File: src/rtl/latch_bank_lockout_pkg.sv
// Shared types for the latch bank: FSM state encoding and the group-enable expansion helper.
package latch_bank_pkg;

   typedef enum logic [1:0] {
      OPEN   = 2'd0,
      ARMED  = 2'd1,
      LOCKED = 2'd2
   } state_t;

   localparam int MAX_CHANNELS = 64;

   // Channel i belongs to group i / (channels / groups).
   function automatic logic [MAX_CHANNELS-1:0] expand_en(
      input logic [MAX_CHANNELS-1:0] en,
      input int                      channels,
      input int                      groups
   );
      int per;
      per = channels / groups;
      expand_en = '0;
      for (int i = 0; i < MAX_CHANNELS; i++) begin
         if (i < channels) expand_en[i] = en[i / per];
      end
   endfunction

endpackage

File: src/rtl/latch_bank_lockout_if.sv
// Channel data/enable/control bundle for the latch bank; q_n exists only with LATCH_BANK_COMPLEMENT_EN.
interface latch_bank_lockout_if #(
   parameter int CHANNELS = 4,
   parameter int GROUPS   = 2,
   parameter int IDXW     = $clog2(CHANNELS)
);
   logic [CHANNELS-1:0] d;
   logic [GROUPS-1:0]   en;
   logic                arm;
   logic                clear;
   logic [CHANNELS-1:0] q;
`ifdef LATCH_BANK_COMPLEMENT_EN
   logic [CHANNELS-1:0] q_n;
`endif
   logic                locked;
   logic                armed;
   logic [IDXW-1:0]     winner;
   logic                tie;

   modport master (
      output d, en, arm, clear,
      input  q, locked, armed, winner, tie
`ifdef LATCH_BANK_COMPLEMENT_EN
      , input q_n
`endif
   );

   modport slave (
      input  d, en, arm, clear,
      output q, locked, armed, winner, tie
`ifdef LATCH_BANK_COMPLEMENT_EN
      , output q_n
`endif
   );
endinterface

File: src/rtl/latch_bank_lockout_lowest_set_encoder.sv
// Lowest-set-bit encoder: index of the lowest set bit, plus any-set and multi-hot flags.
module lowest_set_encoder #(
   parameter int WIDTH = 4,
   parameter int IDXW  = $clog2(WIDTH)
) (
   input  logic [WIDTH-1:0] vec,
   output logic [IDXW-1:0]  idx,
   output logic             any,
   output logic             multi
);

   // Scan from the top down so the last assignment is the lowest set bit.
   always_comb begin
      idx = '0;
      for (int i = WIDTH - 1; i >= 0; i--) begin
         if (vec[i]) idx = IDXW'(i);
      end
   end

   assign any   = |vec;
   assign multi = |(vec & (vec - WIDTH'(1)));

endmodule

File: src/rtl/latch_bank_lockout.sv
// Clocked latch bank with per-group enables and first-press lockout.
// Build option LATCH_BANK_COMPLEMENT_EN adds a registered complement output q_n.
//
// state  | meaning
// OPEN   | groups follow d while their enable is high
// ARMED  | groups follow d; first enabled high channel locks the bank
// LOCKED | q, winner, tie frozen until clear
module latch_bank_lockout
   import latch_bank_pkg::*;
#(
   parameter int CHANNELS = 4,
   parameter int GROUPS   = 2
) (
   input  logic                 clk,
   input  logic                 rst,
   latch_bank_lockout_if.slave  bus
);

   localparam int IDXW = $clog2(CHANNELS);

   state_t              state, state_nxt;
   logic [CHANNELS-1:0] q_r, q_nxt;
   logic [IDXW-1:0]     winner_r, winner_nxt;
   logic                tie_r, tie_nxt;

   logic [MAX_CHANNELS-1:0] en_wide;
   logic [CHANNELS-1:0]     mask, hit, follow;
   logic [IDXW-1:0]         hit_idx;
   logic                    hit_any, hit_multi;

   assign en_wide = MAX_CHANNELS'(bus.en);
   assign mask    = CHANNELS'(expand_en(en_wide, CHANNELS, GROUPS));
   assign hit     = bus.d & mask;
   assign follow  = (q_r & ~mask) | hit;

   lowest_set_encoder #(.WIDTH(CHANNELS), .IDXW(IDXW)) u_enc (
      .vec   (hit),
      .idx   (hit_idx),
      .any   (hit_any),
      .multi (hit_multi)
   );

   always_ff @(posedge clk) begin
      if (rst) state <= OPEN;
      else     state <= state_nxt;
   end

   always_comb begin
      state_nxt = state;
      if (bus.clear && bus.arm) begin
         state_nxt = ARMED;
      end else if (bus.clear) begin
         state_nxt = OPEN;
      end else begin
         case (state)
            OPEN:    if (bus.arm) state_nxt = ARMED;
            ARMED:   if (hit_any) state_nxt = LOCKED;
            LOCKED:  state_nxt = LOCKED;
            default: state_nxt = OPEN;
         endcase
      end
   end

   // clear alone in OPEN has nothing to release, so the bank keeps following.
   always_comb begin
      q_nxt      = q_r;
      winner_nxt = winner_r;
      tie_nxt    = tie_r;
      if (bus.clear && bus.arm) begin
         q_nxt      = '0;
         winner_nxt = '0;
         tie_nxt    = 1'b0;
      end else if (bus.clear) begin
         if (state == OPEN) q_nxt = follow;
         winner_nxt = '0;
         tie_nxt    = 1'b0;
      end else begin
         case (state)
            OPEN: begin
               q_nxt      = bus.arm ? '0 : follow;
               winner_nxt = '0;
               tie_nxt    = 1'b0;
            end
            ARMED: begin
               if (hit_any) begin
                  q_nxt      = hit;
                  winner_nxt = hit_idx;
                  tie_nxt    = hit_multi;
               end else begin
                  q_nxt = follow;
               end
            end
            LOCKED: ;
            default: begin
               q_nxt      = '0;
               winner_nxt = '0;
               tie_nxt    = 1'b0;
            end
         endcase
      end
   end

   always_ff @(posedge clk) begin
      if (rst) begin
         q_r      <= '0;
         winner_r <= '0;
         tie_r    <= 1'b0;
      end else begin
         q_r      <= q_nxt;
         winner_r <= winner_nxt;
         tie_r    <= tie_nxt;
      end
   end

`ifdef LATCH_BANK_COMPLEMENT_EN
   logic [CHANNELS-1:0] q_n_r;
   always_ff @(posedge clk) begin
      if (rst) q_n_r <= '1;
      else     q_n_r <= ~q_nxt;
   end
   assign bus.q_n = q_n_r;
`endif

   assign bus.q      = q_r;
   assign bus.winner = winner_r;
   assign bus.tie    = tie_r;
   assign bus.locked = (state == LOCKED);
   assign bus.armed  = (state == ARMED);

endmodule

File: src/flat_wrapper.sv
// flat-port wrapper written by rule: the top's interface ports become plain ports
module latch_bank_lockout_flat import latch_bank_pkg::*;
#(
   parameter int CHANNELS = 4,
   parameter int GROUPS   = 2
)
  (clk, rst, bus_d, bus_en, bus_arm, bus_clear, bus_q, bus_locked, bus_armed, bus_winner, bus_tie);
  latch_bank_lockout_if #(.CHANNELS(CHANNELS), .GROUPS(GROUPS)) bus_i ();
  input  logic clk;
  input  logic rst;
  input wire logic [$bits(bus_i.d)-1:0] bus_d;
  input wire logic [$bits(bus_i.en)-1:0] bus_en;
  input wire logic [$bits(bus_i.arm)-1:0] bus_arm;
  input wire logic [$bits(bus_i.clear)-1:0] bus_clear;
  output wire logic [$bits(bus_i.q)-1:0] bus_q;
  output wire logic [$bits(bus_i.locked)-1:0] bus_locked;
  output wire logic [$bits(bus_i.armed)-1:0] bus_armed;
  output wire logic [$bits(bus_i.winner)-1:0] bus_winner;
  output wire logic [$bits(bus_i.tie)-1:0] bus_tie;
  assign bus_i.d = bus_d;
  assign bus_i.en = bus_en;
  assign bus_i.arm = bus_arm;
  assign bus_i.clear = bus_clear;
  assign bus_q = bus_i.q;
  assign bus_locked = bus_i.locked;
  assign bus_armed = bus_i.armed;
  assign bus_winner = bus_i.winner;
  assign bus_tie = bus_i.tie;
  latch_bank_lockout #(.CHANNELS(CHANNELS), .GROUPS(GROUPS)) u_core (.clk(clk), .rst(rst), .bus(bus_i));
endmodule
File: config.mk
export PLATFORM = sky130hd
export DESIGN_NAME = latch_bank_lockout_flat
export DESIGN_NICKNAME = d
export VERILOG_FILES = /design/src/rtl/latch_bank_lockout_pkg.sv /design/src/rtl/latch_bank_lockout_if.sv /design/src/rtl/latch_bank_lockout_lowest_set_encoder.sv /design/src/rtl/latch_bank_lockout.sv /design/src/flat_wrapper.sv
export SDC_FILE = /design/constraint.sdc
export NUM_CORES = 1
export LEC_CHECK = 0
export BUFFER_PORTS_ARGS = -buffer_cell sky130_fd_sc_hd__buf_2
export CORE_UTILIZATION = 43
export CTS_CLUSTER_SIZE = 25
export DETAILED_ROUTE_END_ITERATION = 7
export PLACE_DENSITY = 0.72
export SLEW_MARGIN = 20
export SYNTH_ARGS = -nofsm -noshare
export SYNTH_HDL_FRONTEND = slang
export SYNTH_SLANG_ARGS = --single-unit
File: constraint.sdc
create_clock -name clk -period 1.3 [get_ports clk]
set_input_delay 0.195 -clock clk [delete_from_list [all_inputs] [get_ports clk]]
set_output_delay 0.195 -clock clk [all_outputs]
set_load 0.02 [all_outputs]
==> run_results.csv, run 1 <==
group,metric,value,unit
routing,highest_layer,"met4",
logic_synthesis,synth_warnings,0,
sta,fin_setup_tns,-178.7,ps
critical_path,startpoint,"u_core.state[1]$_SDFFE_PP0P_",
routing,wl_per_cell,12.52,um
logic_synthesis,synth_adder_area_share,6.289,%
routing,detail-route-antenna-nets,0,
critical_path,critPathSlowestCell,"dfxtp_4",
logic_synthesis,synth.area.mux_share,5.031,%
status,outcome,"finished with violations",
sta,hold_viol,0,
routing,routed_wl,1377,um
routing,wl_met2,671,um
placed_design,gp_congestion,0.7058,
pwr,p_total,724.7,uW
sta,drv_slew,0,
critical_path,crit_chain,"inv_4, ha_4, and2b_4, a31oi_4, mux2i_1, nor3_2",
sta,rsz0062_at_grt,"true",
critical_path,crit_type,"reg2reg",
cells_and_area,layout_common_cells,"buf_2, nand2_1, dfxtp_1",
grt,grt_overflow_total,0,
clock_network,root_buffer,"clkbuf_4",
pwr,power.density,839.5,nW/um^2
grt,grt_max_degree,9,
sta,worst_slack,-47.82,ps
die,dieWidth,39.26,um
clock_network,postCtsHoldBufs,0,
critical_path,slowest_delay,360,ps
critical_path,worstPathRequired,1450,ps
cells_and_area,n_fill_cell,108,
logic_synthesis,synth.area.top_cells,"dfxtp_1, ha_1, nand2_1",
logic_synthesis,avgSynthCellArea,8.908,sq um
cells_and_area,fin_cells,110,
logic_synthesis,synth-xor-area-share,0,%
critical_path,critPathCaptureType,"register",
clock_network,clk_latency,260,ps
sta,min_period_over_period,103.7,%
clock_network,cts_buffers,3,
logic_synthesis,synth.cell_area,596.8,sq um
die,row_count,13,
routing,wl_met3,64,um
sta,finalCriticalPeriod,1348,ps
grt,grt_first_pass_wirelength,2014,um
sta,finalSetupViolations,6,
logic_synthesis,syn_inst,67,
routing,vias_per_cell,5.436,
clock_network,cts.sinks,9,
status,violations,"negative setup slack",
sta,relSlewSlack,75.95,%
logic_synthesis,ys_ff_latch,9,
logic_synthesis,yosys.area_share.simple,20.75,%
cells_and_area,drive_above_1_share,46.32,%
cells_and_area,utilization,66.35,%
cells_and_area,area_delta_synth_final,44.65,%
placed_design,hpwl,1018,um
pwr,ir_drop,420.7,uV
cells_and_area,fin_area,863.3,sq um
placed_design,dp.cells,104,
logic_synthesis,synth_nets,80,
min_path,hp-class,"in2reg",
clock_network,path_clk_slew,60,ps
clock_network,htree_levels,1,
die,die_h,39.26,um
cells_and_area,diodes,0,
die,fp.dieArea,1541,sq um
logic_synthesis,synth_compound_area_share,33.96,%
clock_network,tritoncts,"yes",
critical_path,crit_arrival,1500,ps
die,boundaryPins,19,
die,core-area,1301,sq um
logic_synthesis,yosysSeqAreaShare,30.19,%
routing,drt_iter0_markers,15,
sta,fin_skew,5.229,ps
critical_path,crit_fanout,3,
critical_path,critPathLaunchType,"register",
cells_and_area,finalNetCount,109,
logic_synthesis,yosysTopAreaCellShare,30.19,%
logic_synthesis,synth_largest_area_cell,"dfxtp_1",
placed_design,placedInstanceArea,765.7,sq um
routing,drc,0,
placed_design,post-place-ws,-104.1,ps
grt,grt_pass1_vias,483,
pwr,leakage,0.3664,nW
sta,whs,219.4,ps
routing,wl_met1,626,um
clock_network,clk_path_buf_depth,2,
placed_design,portBuffers,18,
grt,grtUsageTotal,19.91,%
die,initial_core_util,45.87,%
logic_synthesis,synth_top_family_by_area,"compound AO/OA/AOI/OAI gates",
sta,max_freq,741.9,MHz
grt,antenna_found_initial,0,
sta,worst_pin_slew,359.6,ps
routing,dr.pass1.iters,4,
cells_and_area,layout_commonest_cell,"buf_2",
critical_path,r2r_start,"u_core.state[1]$_SDFFE_PP0P_",
job,maxCapViolCount,0,
logic_synthesis,synth_cell_type_count,27,
routing,vias,598,
min_path,min_from,"rst",
[Yosys cell counts, drive strengths merged]
master    n
and2b     1
nor3      1
a2bb2oi   1
nor2b     1
nand2    10
o41ai     1
nand4     2
mux2i     3
inv       6
a211o     1
o21ai     8
a31oi     2
o211ai    1
o31a      3
nand2b    1
nor4      1
or3b      1
a21oi     3
nand3     3
dfxtp     9
ha        3
nor2      3
a211oi    2
[worst max-delay path, delay by kind of cell (launching register included)]
family	cells	cell delay, ps
DFF	1	360
muxes	1	270
and+or+nand+nor	2	250
adders and majority gates	1	160
AOI/OAI and AO/OA	1	150
buffers and inverters	1	40
[cell families after synthesis]
group	after synthesis
AOI/OAI and AO/OA	22
adders and majority gates	3
buffers and inverters	6
DFF	9
muxes	3
and+or+nand+nor	24
[layer usage]
| layer | vias to the layer above | GRT usage [%] |
|---|---|---|
| met5 | - | 0 |
| met4 | 0 | 10.34 |
| met3 | 2 | 5.682 |
| met2 | 17 | 30.42 |
| met1 | 272 | 25.00 |
| li1 | 307 | - |
[timing repair]
action / CTS / global route
gates resized for setup: 7 / 7
endpoints found under the setup margin: 7 / 8
setup buffers: 0 / 2
pin swaps: 1 / 2
endpoints found under the hold margin: 0 / 0
[cell type report]
cell class	count	area [sq um]	area share, %
inverters	6	25.02	2.899
multi-input cells	52	449.2	52.03
flip-flops and latches	9	185.2	21.45
well taps	15	18.77	2.174
clock buffers	4	26.28	3.043
repair buffers	24	158.9	18.41
[flip-flops by register name, summed over array words and instances (netlist names)]
name / count
u_core.bus.q: 4
u_core.bus.winner: 2
u_core.state: 2
u_core.bus.tie: 1
[worst paths after layout]
| check | depth (start not counted) | endpoint | slack, ps |
|---|---|---|---|
| worst max-delay path | 6 | u_core.state[1]$_SDFFE_PP0P_ | -50 |
| worst min-delay path | 2 | u_core.state[0]$_SDFFE_PP0P_ | 220 |
| worst max register to register | 6 | u_core.state[1]$_SDFFE_PP0P_ | -50 |
| worst min register to register | 2 | u_core.bus.tie$_SDFFE_PP0P_ | 440 |
[power breakdown]
part | switching [mW] | leakage (nW) | internal [mW] | total, mW
Combinational | 0.120 | 0.277 | 0.0983 | 0.218
Sequential | 0.00721 | 0.0742 | 0.285 | 0.292
Clock | 0.0964 | 0.0150 | 0.118 | 0.215
Note: power is estimated with default switching activity, not from simulation.
==> inputs of run 2 (changes only) <==
--- a/config.mk
+++ b/config.mk
@@ -6,11 +6,14 @@
 export NUM_CORES = 1
 export LEC_CHECK = 0
 export BUFFER_PORTS_ARGS = -buffer_cell sky130_fd_sc_hd__buf_2
-export CORE_UTILIZATION = 43
+export CAP_MARGIN = 20
+export CORE_UTILIZATION = 45
 export CTS_CLUSTER_SIZE = 25
 export DETAILED_ROUTE_END_ITERATION = 7
-export PLACE_DENSITY = 0.72
+export GPL_TIMING_DRIVEN = 1
+export PLACE_DENSITY = 0.73
 export SLEW_MARGIN = 20
 export SYNTH_ARGS = -nofsm -noshare
 export SYNTH_HDL_FRONTEND = slang
+export SYNTH_HIERARCHICAL = 1
 export SYNTH_SLANG_ARGS = --single-unit
==> run 2 against run 1 <==
- the run still ends with negative setup slack left
- clock power increased by 11%
- worst hold slack got worse by 120 ps
- first-iteration DRC count increased by 120%
- combinational power increased by 38%
- clock skew decreased by 4.7 ps
- synthesized area increased by 17%
- setup slack got worse by 31 ps
- sequential cell count unchanged
- synthesized cell count increased by 24%
- global-route usage increased by 2.9 points
- critical path type is now reg2out
==> run_results.csv, run 2 <==
group,metric,value,unit
grt,grt_pass1_vias,681,
logic_synthesis,ys_ff_latch,9,
sta,finalSetupViolations,5,
critical_path,critPathCaptureType,"output pin",
critical_path,slowest_delay,340,ps
logic_synthesis,synth_warnings,6,
min_path,min_path_cells,2,
cells_and_area,drive_above_1_share,51.24,%
critical_path,r2r_start,"u_core/state[0]$_SDFFE_PP0P_",
sta,min_period_over_period,106.1,%
logic_synthesis,async_reset_ff_share,0,%
clock_network,path_clk_slew,70,ps
sta,worst_slack,-79.05,ps
die,fp.dieArea,1716,sq um
die,initial_core_util,51.19,%
die,row_count,13,
sta,hold_viol,0,
cells_and_area,n_fill_cell,95,
logic_synthesis,syn_inst,83,
critical_path,crit_chain,"inv_2, buf_6, ha_4, buf_6, buf_6",
routing,vias_per_cell,5.993,
critical_path,path_delay_family,"buffers and inverters",
grt,grt_overflow_total,0,
cells_and_area,largest_reg_flops,4,
status,outcome,"finished with violations",
critical_path,crit_arrival,1180,ps
sta,worst_pin_slew,412.2,ps
logic_synthesis,synth_compound_area_share,30.41,%
routing,wl_per_cell,14.83,um
logic_synthesis,synth_common_cells,"dfxtp_1, inv_1, o2111ai_1",
clock_network,cts_buffers,3,
routing,drt_iter0_markers,33,
logic_synthesis,yosysTopAreaCellShare,25.76,%
routing,highest_layer,"met4",
routing,vias,815,
logic_synthesis,yosysSeqAreaShare,25.76,%
min_path,holdPathEnd,"u_core/state[0]$_SDFFE_PP0P_",
logic_synthesis,synth_largest_area_cell,"dfxtp_1",
critical_path,r2r_end,"u_core/bus.q[2]$_SDFFE_PP0P_",
critical_path,r2r_cells,6,
logic_synthesis,synth.area.mux_share,1.610,%
sta,finalCriticalPeriod,1379,ps
die,die_h,41.43,um
clock_network,root_buffer,"clkbuf_4",
critical_path,worstPathRequired,1110,ps
sta,drv_slew,0,
critical_path,crit_top_cell,"buf_6",
logic_synthesis,avgSynthCellArea,8.427,sq um
pwr,ir_drop,652.3,uV
routing,wl_met3,169,um
sta,max_freq,725.1,MHz
routing,routed_wl,2017,um
placed_design,gp_congestion,0.8544,
logic_synthesis,synth_nets,98,
clock_network,htree_levels,1,
critical_path,crit_type,"reg2out",
grt,antenna_found_initial,0,
routing,dr.pass1.iters,4,
routing,wl_met1,837,um
grt,grtUsageTotal,22.77,%
cells_and_area,fin_cells,136,
logic_synthesis,yosysMostFrequentCell,"dfxtp_1",
routing,wl_met2,955,um
die,boundaryPins,19,
cells_and_area,diodes,0,
clock_network,tritoncts,"yes",
placed_design,dp.cells,129,
critical_path,crit_fanout,3,
cells_and_area,finalNetCount,137,
routing,detail-route-antenna-nets,0,
logic_synthesis,synth_top_family_by_area,"compound AO/OA/AOI/OAI gates",
critical_path,critPathSlowestCell,"dfxtp_2",
logic_synthesis,synth-xor-area-share,0,%
logic_synthesis,yosys.area_share.simple,28.98,%
pwr,power.density,777.9,nW/um^2
job,maxCapViolCount,0,
clock_network,cts.sinks,9,
logic_synthesis,synth_adder_area_share,8.945,%
clock_network,clk_path_buf_depth,2,
min_path,hp-class,"in2reg",
grt,grt_max_degree,13,
clock_network,clk_latency,270,ps
critical_path,r2r_setup_slack,-50,ps
logic_synthesis,synth_edf_count,0,
sta,fin_setup_tns,-164.3,ps
cells_and_area,layout_commonest_cell,"buf_2",
logic_synthesis,synth.cell_area,699.4,sq um
die,dieWidth,41.43,um
clock_network,postCtsHoldBufs,0,
logic_synthesis,ys.flop_type,"dfxtp_1",
sta,rsz0062_at_grt,"true",
min_path,min_from,"rst",
status,violations,"negative setup slack",
placed_design,hpwl,1398,um
placed_design,portBuffers,18,
logic_synthesis,synth.area.top_cells,"dfxtp_1, ha_1, o2111ai_1",
cells_and_area,area_delta_synth_final,53.85,%
pwr,leakage,0.4578,nW
routing,drc,0,
logic_synthesis,synth_cell_type_count,29,
sta,fin_skew,0.5529,ps
critical_path,critPathLaunchType,"register",
critical_path,crit_buf_inv,4,
grt,grt_first_pass_wirelength,3001,um
die,core-area,1366,sq um
sta,relSlewSlack,72.49,%
cells_and_area,layout_common_cells,"buf_2, buf_4, dfxtp_1",
[run 2: changes by cell type after synthesis, moves of 3 or more]
cell / change
nand2_1: -7
o2111ai_1: +7
and2_1: +4
a21oi_1: +3
mux2i_1: -3
nand4b_1: +3
o211ai_1: +3
o21ai_1: -3
o31a_1: -3
[run 2: power by group]
group / switching [mW] / internal (mW) / leakage, nW
logic: 0.155 / 0.146 / 0.369
registers: 0.00872 / 0.288 / 0.0739
clock network: 0.120 / 0.119 / 0.0150
[run 2: per-stage QoR]
stage	setup WS, ps	util (%)	hold slack [ps]	power, mW	instance area (sq um)
2_1_floorplan	8.397	-	262.9	0.4428	704.4
4_1_cts	-46.04	74.82	103.2	0.7991	1022
6_report	-79.05	78.75	102.6	0.8370	1076
3_5_place_dp	-245.7	66.94	392.7	0.5382	914.6
5_1_grt	-104.9	78.75	100.9	0.8671	1076
3_3_place_gp	-155.2	66.94	376.2	0.5309	914.6
[run 2: worst max-delay path by stage]
stage,start,end,depth (start not counted)
floorplan,u_core/state[0]$_SDFFE_PP0P_,u_core/bus.q[0]$_SDFFE_PP0P_,5
global placement,bus_en[1],u_core/state[0]$_SDFFE_PP0P_,7
detailed placement,bus_en[1],u_core/state[0]$_SDFFE_PP0P_,7
CTS,u_core/state[0]$_SDFFE_PP0P_,bus_locked,5
global route,u_core/state[0]$_SDFFE_PP0P_,bus_locked,5
finish,u_core/state[0]$_SDFFE_PP0P_,bus_locked,5
[run 2: metal layers]
layer  vias up  global-route usage (%)
met3         8                   6.957
met2        50                   38.75
met1       368                   26.86
met5         -                       0
met4         0                   7.742
li1        389                       -
[run 2: cell type report]
cell class	instances	area [sq um]	share of cell area, %
clock buffer	4	26.28	2.442
inverter	7	28.78	2.674
multi-input combinational	66	581.8	54.07
sequential	9	182.7	16.98
tap	15	18.77	1.744
timing repair buffer	35	237.7	22.09
[run 2: cells by family (layout without fill, tap and decap cells)]
group                    after synthesis  count (layout)
AO/OA/AOI/OAI                         29              29
adder cells (fa/ha/maj)                5               5
buffers and inverters                  8              46
flip-flops                             9               9
multiplexers                           1               1
AND/OR/NAND/NOR                       31              31
[run 2: worst reg2reg max path: stages, from the launching register on]
cell and delay [ps]:
dfxtp_2 330, inv_2 80, buf_6 110, ha_4 140, nor2b_1 290, o211ai_1 160
o21ai_1 150
[run 2: what timing repair did]
action / CTS / global route
buffers inserted: 2 / 2
endpoints found under the setup margin: 7 / 8
gates resized for setup: 19 / 8
pin swaps: 5 / 7
gates cloned: 0 / 0
==> inputs of run 3 (changes only) <==
--- a/config.mk
+++ b/config.mk
@@ -7,11 +7,13 @@
 export LEC_CHECK = 0
 export BUFFER_PORTS_ARGS = -buffer_cell sky130_fd_sc_hd__buf_2
 export CAP_MARGIN = 20
+export CORE_MARGIN = 5
 export CORE_UTILIZATION = 45
 export CTS_CLUSTER_SIZE = 25
 export DETAILED_ROUTE_END_ITERATION = 7
 export GPL_TIMING_DRIVEN = 1
 export PLACE_DENSITY = 0.73
+export RECOVER_POWER = 25
 export SLEW_MARGIN = 20
 export SYNTH_ARGS = -nofsm -noshare
 export SYNTH_HDL_FRONTEND = slang
==> run 3 against run 2 <==
- the run now ends clean
- core utilization is 7.6 points lower
- cell area fell by 1.5%
- worst hold slack gained 0.97 ps
- die area increased by 42%
- routed wire length is 3.4% lower
- via count down 7.6%
- combinational power shrank 6%
- largest power group is now sequential cells
- sequential power hardly changed
- clock power down 8.8%
- cell count is 1.5% lower
==> run_results.csv, run 3 (same netlist as run 2, synthesis figures left out) <==
group,metric,value,unit
critical_path,worstPathRequired,1440,ps
cells_and_area,finalNetCount,134,
grt,grt_first_pass_wirelength,3056,um
clock_network,cts.sinks,9,
critical_path,startpoint,"u_core/state[1]$_SDFFE_PP0P_",
grt,antenna_found_initial,0,
critical_path,crit_type,"reg2reg",
grt,grtUsageTotal,15.82,%
min_path,min_from,"rst",
pwr,power.density,754.2,nW/um^2
clock_network,postCtsHoldBufs,0,
die,boundaryPins,19,
grt,grt_pass1_vias,751,
die,fp.dieArea,2443,sq um
clock_network,htree_levels,1,
routing,wl_per_cell,14.54,um
die,dieWidth,49.43,um
cells_and_area,fin_cells,134,
sta,fin_skew,3.231,ps
clock_network,clk_latency,260,ps
min_path,min_path_cells,2,
placed_design,gp_congestion,0.8237,
sta,drv_slew,0,
routing,vias_per_cell,5.619,
sta,fin_setup_tns,0,ps
critical_path,r2r_start,"u_core/state[1]$_SDFFE_PP0P_",
critical_path,critPathSlowestCell,"dfxtp_4",
die,row_count,14,
cells_and_area,fin_area,1060,sq um
clock_network,path_clk_slew,60,ps
routing,vias,753,
clock_network,tritoncts,"yes",
die,initial_core_util,46.97,%
cells_and_area,diodes,0,
cells_and_area,layout_common_cells,"buf_2, buf_4, dfxtp_1",
sta,min_period_over_period,97.35,%
cells_and_area,largest_reg_flops,4,
routing,dr.pass1.iters,4,
clock_network,cts_buffers,3,
grt,grt_max_degree,13,
placed_design,dp.cells,129,
status,outcome,"finished clean",
critical_path,critPathCaptureType,"register",
cells_and_area,utilization,71.18,%
job,maxCapViolCount,0,
placed_design,placedInstanceArea,908.4,sq um
die,die_h,49.43,um
critical_path,crit_chain,"inv_6, ha_4, and2b_2, o2111ai_2, nand3_1",
pwr,ir_drop,509.0,uV
min_path,holdPathEnd,"u_core/state[0]$_SDFFE_PP0P_",
critical_path,crit_buf_inv,1,
cells_and_area,drive_above_1_share,48.31,%
cells_and_area,multi_input_area,586.8,sq um
routing,drc,0,
sta,finalSetupViolations,0,
grt,grt_overflow_total,0,
sta,max_freq,790.1,MHz
routing,drt_iter0_markers,9,
pwr,leakage,0.4318,nW
pwr,p_total,799.2,uW
sta,finalCriticalPeriod,1266,ps
cells_and_area,area_delta_synth_final,51.52,%
routing,detail-route-antenna-nets,0,
critical_path,r2r_setup_slack,30,ps
sta,relSlewSlack,69.25,%
clock_network,clk_path_buf_depth,2,
placed_design,portBuffers,18,
min_path,hp-class,"in2reg",
critical_path,path_delay_family,"flip-flops",
clock_network,root_buffer,"clkbuf_4",
sta,worst_pin_slew,460.7,ps
placed_design,post-place-ws,-149.9,ps
sta,rsz0062_at_grt,"true",
critical_path,crit_arrival,1410,ps
cells_and_area,n_fill_cell,117,
sta,hold_viol,0,
placed_design,hpwl,1421,um
die,core-area,1489,sq um
routing,routed_wl,1949,um
critical_path,slowest_delay,380,ps
sta,worst_slack,34.40,ps
critical_path,r2r_cells,5,
critical_path,r2r_end,"u_core/bus.q[0]$_SDFFE_PP0P_",
critical_path,crit_fanout,6,
critical_path,critPathLaunchType,"register",
cells_and_area,ff_latch_area,185.2,sq um
sta,whs,103.6,ps
[run 3: worst reg2reg max path, cell delays in order (launching register included)]
cell and delay (ps):
dfxtp_4 380, inv_6 50, ha_4 180, and2b_2 240, o2111ai_2 200, nand3_1 100
[run 3: cell type report]
cell class	count	share of cell area, %
Multi-Input combinational cell	66	55.37
Timing Repair Buffer	32	19.60
Sequential cell	9	17.47
Inverter	7	3.188
Clock buffer	4	2.479
Tap cell	16	1.889
[run 3: worst max-delay path by stage]
stage	to	cells past startpoint	slack (ps)
after detailed placement	u_core/state[0]$_SDFFE_PP0P_	7	-150
after global routing	u_core/bus.q[0]$_SDFFE_PP0P_	5	-40
after global placement	u_core/state[0]$_SDFFE_PP0P_	7	-130
after CTS	bus_locked	4	0.7
after floorplan	u_core/bus.q[0]$_SDFFE_PP0P_	5	8
final	u_core/bus.q[0]$_SDFFE_PP0P_	5	30
[run 3: routing by layer]
layer | vias up | global-route usage, % | routed length [um]
li1 | 383 | - | -
met1 | 349 | 18.43 | 948
met2 | 15 | 24.68 | 864
met3 | 6 | 3.364 | 72
met4 | 0 | 12.23 | 63
met5 | - | 0 | 0
[run 3: timing repair]
action	in CTS	in global routing
setup endpoints to repair	6	6
hold endpoints to repair	0	0
pin swaps	0	6
gates resized for setup	10	20
setup buffers	0	1
[run 3: power breakdown]
part	internal, mW	switching [mW]
clock	0.118	0.0996
combinational	0.135	0.149
sequential	0.287	0.0107
